[src/rtl/vp_pingpong_encoder.sv]
// Sparse-stream encoder: scans a lookahead window for valid entries and packs them
// into two ping-pong banks of LANES slots, handing full banks to a consumer in order.
module vp_pingpong_encoder #(
    parameter int LANES  = 3,
    parameter int SCAN   = 3,
    parameter int DATA_W = 16,
    parameter int ADDR_W = 21,
    parameter int IDX_W  = 11
) (
    input  logic                         i_clk,
    input  logic                         i_rst,
    input  logic                         i_start,
    input  logic [IDX_W-1:0]             i_len,
    output logic                         o_busy,
    output logic [IDX_W-1:0]             o_idx,
    input  logic [SCAN-1:0]              i_win_valid,
    input  logic [SCAN*DATA_W-1:0]       i_win_w,
    input  logic [SCAN*DATA_W-1:0]       i_win_ia,
    input  logic [SCAN*ADDR_W-1:0]       i_win_addr,
    output logic                         o_out_valid,
    input  logic                         i_out_ack,
    output logic                         o_out_bank,
    output logic [$clog2(LANES+1)-1:0]   o_out_count,
    output logic [LANES*DATA_W-1:0]      o_out_w,
    output logic [LANES*DATA_W-1:0]      o_out_ia,
    output logic [LANES*ADDR_W-1:0]      o_out_addr,
    output logic                         o_done
);

    localparam int CNT_W = $clog2(LANES + 1);
    localparam int SEL_W = (SCAN > 1) ? $clog2(SCAN) : 1;

    typedef enum logic [1:0] {ST_IDLE, ST_SCAN, ST_FLUSH, ST_DRAIN} state_t;

    state_t             state_reg;
    logic [IDX_W-1:0]   len_reg;
    logic [IDX_W-1:0]   idx_reg;
    logic [CNT_W-1:0]   pos_reg;
    logic               fill_reg;
    logic               head_reg;
    logic               busy_reg;
    logic               done_reg;
    logic [1:0]         full_reg;
    logic [CNT_W-1:0]   count_reg [2];

    logic [DATA_W-1:0]  w_reg    [2][LANES];
    logic [DATA_W-1:0]  ia_reg   [2][LANES];
    logic [ADDR_W-1:0]  addr_reg [2][LANES];

    logic [DATA_W-1:0]  win_w    [SCAN];
    logic [DATA_W-1:0]  win_ia   [SCAN];
    logic [ADDR_W-1:0]  win_addr [SCAN];
    logic [SCAN-1:0]    eff_valid;

    logic               hit;
    logic [SEL_W-1:0]   sel;
    logic [IDX_W:0]     adv;
    logic [IDX_W:0]     idx_sum;
    logic [IDX_W-1:0]   idx_next;

    // Entries at or beyond the latched length never count as valid.
    generate
        for (genvar gi = 0; gi < SCAN; gi++) begin : g_win
            logic [IDX_W:0] ent_idx;
            assign ent_idx       = {1'b0, idx_reg} + (IDX_W+1)'(gi);
            assign win_w[gi]     = i_win_w[gi*DATA_W +: DATA_W];
            assign win_ia[gi]    = i_win_ia[gi*DATA_W +: DATA_W];
            assign win_addr[gi]  = i_win_addr[gi*ADDR_W +: ADDR_W];
            assign eff_valid[gi] = i_win_valid[gi] && (ent_idx < {1'b0, len_reg});
        end
    endgenerate

    // Lowest valid offset wins; descending loop leaves the smallest index in sel.
    always_comb begin
        hit = 1'b0;
        sel = '0;
        for (int k = SCAN - 1; k >= 0; k--) begin
            if (eff_valid[k]) begin
                hit = 1'b1;
                sel = SEL_W'(k);
            end
        end
    end

    // Saturating advance keeps the index from wrapping past the top of its range.
    always_comb begin
        adv      = hit ? ({{(IDX_W+1-SEL_W){1'b0}}, sel} + (IDX_W+1)'(1))
                       : (IDX_W+1)'(SCAN);
        idx_sum  = {1'b0, idx_reg} + adv;
        idx_next = idx_sum[IDX_W] ? {IDX_W{1'b1}} : idx_sum[IDX_W-1:0];
    end

    always_ff @(posedge i_clk) begin
        if (i_rst) begin
            state_reg <= ST_IDLE;
            len_reg   <= '0;
            idx_reg   <= '0;
            pos_reg   <= '0;
            fill_reg  <= 1'b0;
            head_reg  <= 1'b0;
            busy_reg  <= 1'b0;
            done_reg  <= 1'b0;
            full_reg  <= '0;
            for (int b = 0; b < 2; b++) begin
                count_reg[b] <= '0;
                for (int j = 0; j < LANES; j++) begin
                    w_reg[b][j]    <= '0;
                    ia_reg[b][j]   <= '0;
                    addr_reg[b][j] <= '0;
                end
            end
        end else begin
            done_reg <= 1'b0;

            // Consumer side: retire the oldest bank; banks always complete in order.
            if (full_reg[head_reg] && i_out_ack) begin
                full_reg[head_reg] <= 1'b0;
                head_reg           <= ~head_reg;
            end

            case (state_reg)
                ST_IDLE: begin
                    if (i_start) begin
                        len_reg   <= i_len;
                        idx_reg   <= '0;
                        pos_reg   <= '0;
                        fill_reg  <= 1'b0;
                        head_reg  <= 1'b0;
                        busy_reg  <= 1'b1;
                        state_reg <= ST_SCAN;
                    end
                end

                ST_SCAN: begin
                    if (idx_reg >= len_reg) begin
                        state_reg <= ST_FLUSH;
                    end else if (full_reg[fill_reg]) begin
                        // Fill bank not yet consumed: hold everything.
                    end else if (hit) begin
                        w_reg[fill_reg][pos_reg]    <= win_w[sel];
                        ia_reg[fill_reg][pos_reg]   <= win_ia[sel];
                        addr_reg[fill_reg][pos_reg] <= win_addr[sel];
                        idx_reg                     <= idx_next;
                        if (pos_reg == CNT_W'(LANES - 1)) begin
                            full_reg[fill_reg]  <= 1'b1;
                            count_reg[fill_reg] <= CNT_W'(LANES);
                            fill_reg            <= ~fill_reg;
                            pos_reg             <= '0;
                        end else begin
                            pos_reg <= pos_reg + CNT_W'(1);
                        end
                    end else begin
                        idx_reg <= idx_next;
                    end
                end

                ST_FLUSH: begin
                    if (pos_reg == '0) begin
                        state_reg <= ST_DRAIN;
                    end else if (!full_reg[fill_reg]) begin
                        for (int j = 0; j < LANES; j++) begin
                            if (j >= int'(pos_reg)) begin
                                w_reg[fill_reg][j]    <= '0;
                                ia_reg[fill_reg][j]   <= '0;
                                addr_reg[fill_reg][j] <= '0;
                            end
                        end
                        full_reg[fill_reg]  <= 1'b1;
                        count_reg[fill_reg] <= pos_reg;
                        state_reg           <= ST_DRAIN;
                    end
                end

                ST_DRAIN: begin
                    if (full_reg == 2'b00) begin
                        done_reg  <= 1'b1;
                        busy_reg  <= 1'b0;
                        state_reg <= ST_IDLE;
                    end
                end

                default: state_reg <= ST_IDLE;
            endcase
        end
    end

    generate
        for (genvar gi = 0; gi < LANES; gi++) begin : g_out
            assign o_out_w[gi*DATA_W +: DATA_W]    = w_reg[head_reg][gi];
            assign o_out_ia[gi*DATA_W +: DATA_W]   = ia_reg[head_reg][gi];
            assign o_out_addr[gi*ADDR_W +: ADDR_W] = addr_reg[head_reg][gi];
        end
    endgenerate

    assign o_out_valid = full_reg[head_reg];
    assign o_out_bank  = head_reg;
    assign o_out_count = count_reg[head_reg];
    assign o_busy      = busy_reg;
    assign o_idx       = idx_reg;
    assign o_done      = done_reg;

endmodule

[config.mk]
export PLATFORM = sky130hd
export DESIGN_NAME = vp_pingpong_encoder
export DESIGN_NICKNAME = d
export VERILOG_FILES = /design/src/rtl/vp_pingpong_encoder.sv
export SDC_FILE = /design/constraint.sdc
export NUM_CORES = 1
export LEC_CHECK = 0
export CORE_ASPECT_RATIO = 1.1
export CORE_UTILIZATION = 45
export DETAILED_ROUTE_END_ITERATION = 7
export PLACE_DENSITY = 0.71
export SLEW_MARGIN = 30
export SYNTH_ARGS = -nofsm -noshare
export SYNTH_HDL_FRONTEND = slang
export SYNTH_SLANG_ARGS = --single-unit
[constraint.sdc]
create_clock -name i_clk -period 6.25 [get_ports i_clk]
set_input_delay 0.625 -clock i_clk [delete_from_list [all_inputs] [get_ports i_clk]]
set_output_delay 0.625 -clock i_clk [all_outputs]
set_load 0.01 [all_outputs]
==> metrics <==
status finished clean; RSZ-0062 raised after global routing no; htree depth 2; Worst EP required between 6 and 7 ns; routed length on met3 roughly 3.1 mm; Routed WL approximately 49 mm; critical path's top delay family simple AND/OR/NAND/NOR gates; die height approximately 210 um; Worst Setup Path Type reg2reg; fraction of registers with async set/reset 0; vias in the first global route 12.2k; placed wire-length estimate 32.4 mm; # resized after CTS 0; fin util 0.591; max reg flops about 130; Final nets 1931; pwr/cell area between 300 and 400 nW/um2; synth top area cells edfxtp_1 56%, mux2_2 11%, nor2_1 7.4%, a2bb2oi_2 4.2%, dfxtp_1 3.7%; Post-CTS Setup Inserts 0; multi-input logic area 6510 um2; EDFF count, synth approximately 320; Worst Reg-to-Reg Cells 19; Die Wd around 190 um; hold depth 2; CTS Hold Buffers Added 0; crit-path cells ha_1 > nand2_1 > nor4_1 > xor2_1 > ha_1 > nand3_1 > a2111oi_1 > buf_4 > o211a_2 > nor2b_1 > ha_1 > o21bai_1 > ha_1 > a21o_1 > a21oi_1 > nand4b_1 > nor2_1 > o21ai_0 > a21oi_1; clock root cell clkbuf_16; total number of vias about 12k; global-route wire length before repair roughly 73 mm; Crit Reg-Reg Startpoint o_idx[2]$_SDFFE_PP0P_; Remaining DRCs 0; wire length on met1 a little under 20 mm; worst hold path class reg2reg; Max rail drop VDD roughly 0.21 mV; max cap viols 0; Ys Warns 0; CP Depth 19; element type at the critical path start flip-flop; WL/cell around 22 um; clk sinks 354; antenna fix cells 0; largest net degree at the start of global routing 64; total CTS buffers 38; GRT Total Usage 0.245; CP endpoint kind flip-flop; headroom to the max-slew limit 0.389; Clock Skew approximately 0.018 ns; synthesized area ~17000 um2; highest metal used met4; Fillers between 3k and 4k; WL met2 around 25 mm; P_leak approximately 8.3 nW; Top FF cell, synth edfxtp_1; setup violators final 0; Final Wtd Congestion 0.811; hold endpoint len_reg[3]$_SDFFE_PP0P_; Arr. time, crit path ~5.8 ns; post-route minimum period approximately 5.3 ns; Slew Limit Fails 0; most frequent cell on the critical path ha_1; Unique masters post-synth approximately 70; clk buf depth 3; Synth Register Bits 354; Worst-Skew Late Latency ~0.54 ns; crit share post-route 0.851; final hold violations 0; CP max FO 11; clock tree from TritonCTS yes; DRT Pass-1 Iters 5; FMAX approximately 190 MHz; total power approximately 0.0076 W; Synth top area share 0.556; clock-pin slew on the worst setup and hold paths ~0.060 ns; antenna violations before repair 0; r2r endpoint o_idx[5]$_SDFFE_PP0P_; Sequential cell area 10300 um2; Core ar. 38100 um2; Worst Tran Pin Value approximately 0.91 ns; Setup TNS Final 0 ns; row count 75; global route overflow 0; Area Overhead vs Synth 29.4%; Post-Syn Nets around 1.6k; list of most frequent post-synthesis cells 341 x nor2_1, 322 x edfxtp_1, 163 x mux2_2; Cells after Synth approximately 1.4k; port bufs around 350; register area share after synthesis 0.593; setup slack, reg-to-reg between 0.9 and 1 ns; Die Area ~39000 um2; CP peak stage delay roughly 0.6 ns; num ports approximately 350; layout cells sized above 1 0.181; slowest CP cell dfxtp_1; post-route ant nets 0; DR iter-0 viols 832; most common cell in the netlist nor2_1; starting density of the core 0.457; DR vias/cell roughly 5.5; Worst Path Buf+Inv 1; largest area contributor in the netlist edfxtp_1; syn_area_per_cell ~13 um2; hold_sp len_reg[3]$_SDFFE_PP0P_
worst max-delay path by stage:
| stage | from | end | slack [ns] |
|---|---|---|---|
| 2_1_floorplan | o_idx[5]$_SDFFE_PP0P_ | o_idx[2]$_SDFFE_PP0P_ | 1.31 |
| 3_3_place_gp | o_idx[2]$_SDFFE_PP0P_ | o_idx[2]$_SDFFE_PP0P_ | 0.99 |
| 3_5_place_dp | o_idx[2]$_SDFFE_PP0P_ | o_idx[5]$_SDFFE_PP0P_ | 0.97 |
| 4_1_cts | o_idx[2]$_SDFFE_PP0P_ | o_idx[5]$_SDFFE_PP0P_ | 0.91 |
| 5_1_grt | o_idx[3]$_SDFFE_PP0P_ | o_idx[1]$_SDFFE_PP0P_ | 0.61 |
| 6_report | o_idx[2]$_SDFFE_PP0P_ | o_idx[5]$_SDFFE_PP0P_ | 0.93 |
final cells by class:
class | instances | share of cell area
Clock buffer | 51 | 0.0472
Timing Repair Buffer | 378 | 0.168
Clock inverter | 15 | 0.00589
Inverter | 23 | 0.00383
Multi-Input combinational cell | 916 | 0.289
Tap cell | 500 | 0.0278
Sequential cell | 354 | 0.458
logic make-up after synthesis:
| group | count (synthesis) | share of synthesized area |
|---|---|---|
| xor gates and xnor gates | 18 | 0.00906 |
| and+or+nand+nor | 469 | 0.112 |
| AOI/OAI and AO/OA | 221 | 0.112 |
| muxes | 164 | 0.106 |
| DFF | 354 | 0.593 |
| buffers and inverters | 117 | 0.0360 |
| adders and majority gates | 44 | 0.0319 |
routing by layer:
| layer | up-vias | global-route usage |
|---|---|---|
| met4 | 0 | 0.0948 |
| met5 | - | 0 |
| li1 | 5716 | - |
| met2 | 426 | 0.429 |
| met3 | 82 | 0.0423 |
| met1 | 6075 | 0.298 |
report_power, final:
part           internal, W  switching, W  leakage (nW)
logic             0.000990       0.00153          4.08
clock network      0.00128      0.000911         0.577
registers          0.00285     0.0000735          3.59
total              0.00512       0.00252          8.25
cells in the final DEF, fill, tap and decap left out, types with 6 or more instances in the layout:
master	count
ha_1	42
a21oi_1	38
o21ai_0	22
nand3_1	8
clkinv_1	6
nand2_1	64
nor2_1	341
clkdlybuf4s50_1	352
nand4_1	6
a22oi_1	54
dfxtp_1	31
a2bb2oi_2	49
xor2_1	7
mux2_2	163
o21a_1	7
inv_1	23
clkbuf_1	10
xnor2_1	11
a21o_1	10
buf_4	22
nor3_1	12
clkbuf_16	41
edfxtp_1	322
per-stage QoR:
stage	cells	cell area, um2	setup slack (ns)	hold slack, ns
finish	2237	22500	0.934	0.454
CTS	2235	22500	0.910	0.455
global placement	2167	21200	0.994	0.443
detailed placement	2169	21300	0.965	0.447
global route	2237	22500	0.607	0.475
floorplan	1387	17400	1.31	0.436
worst reg2reg max path, delay by kind of cell, from the launching register on:
family	cells	cell delay, ns
compound gates	7	1.38
fa+ha+maj	4	1.23
xor+xnor	1	0.13
simple gates	6	1.69
flops	1	0.61
buf+inv	1	0.21
Note: power is estimated with default switching activity, not from simulation.
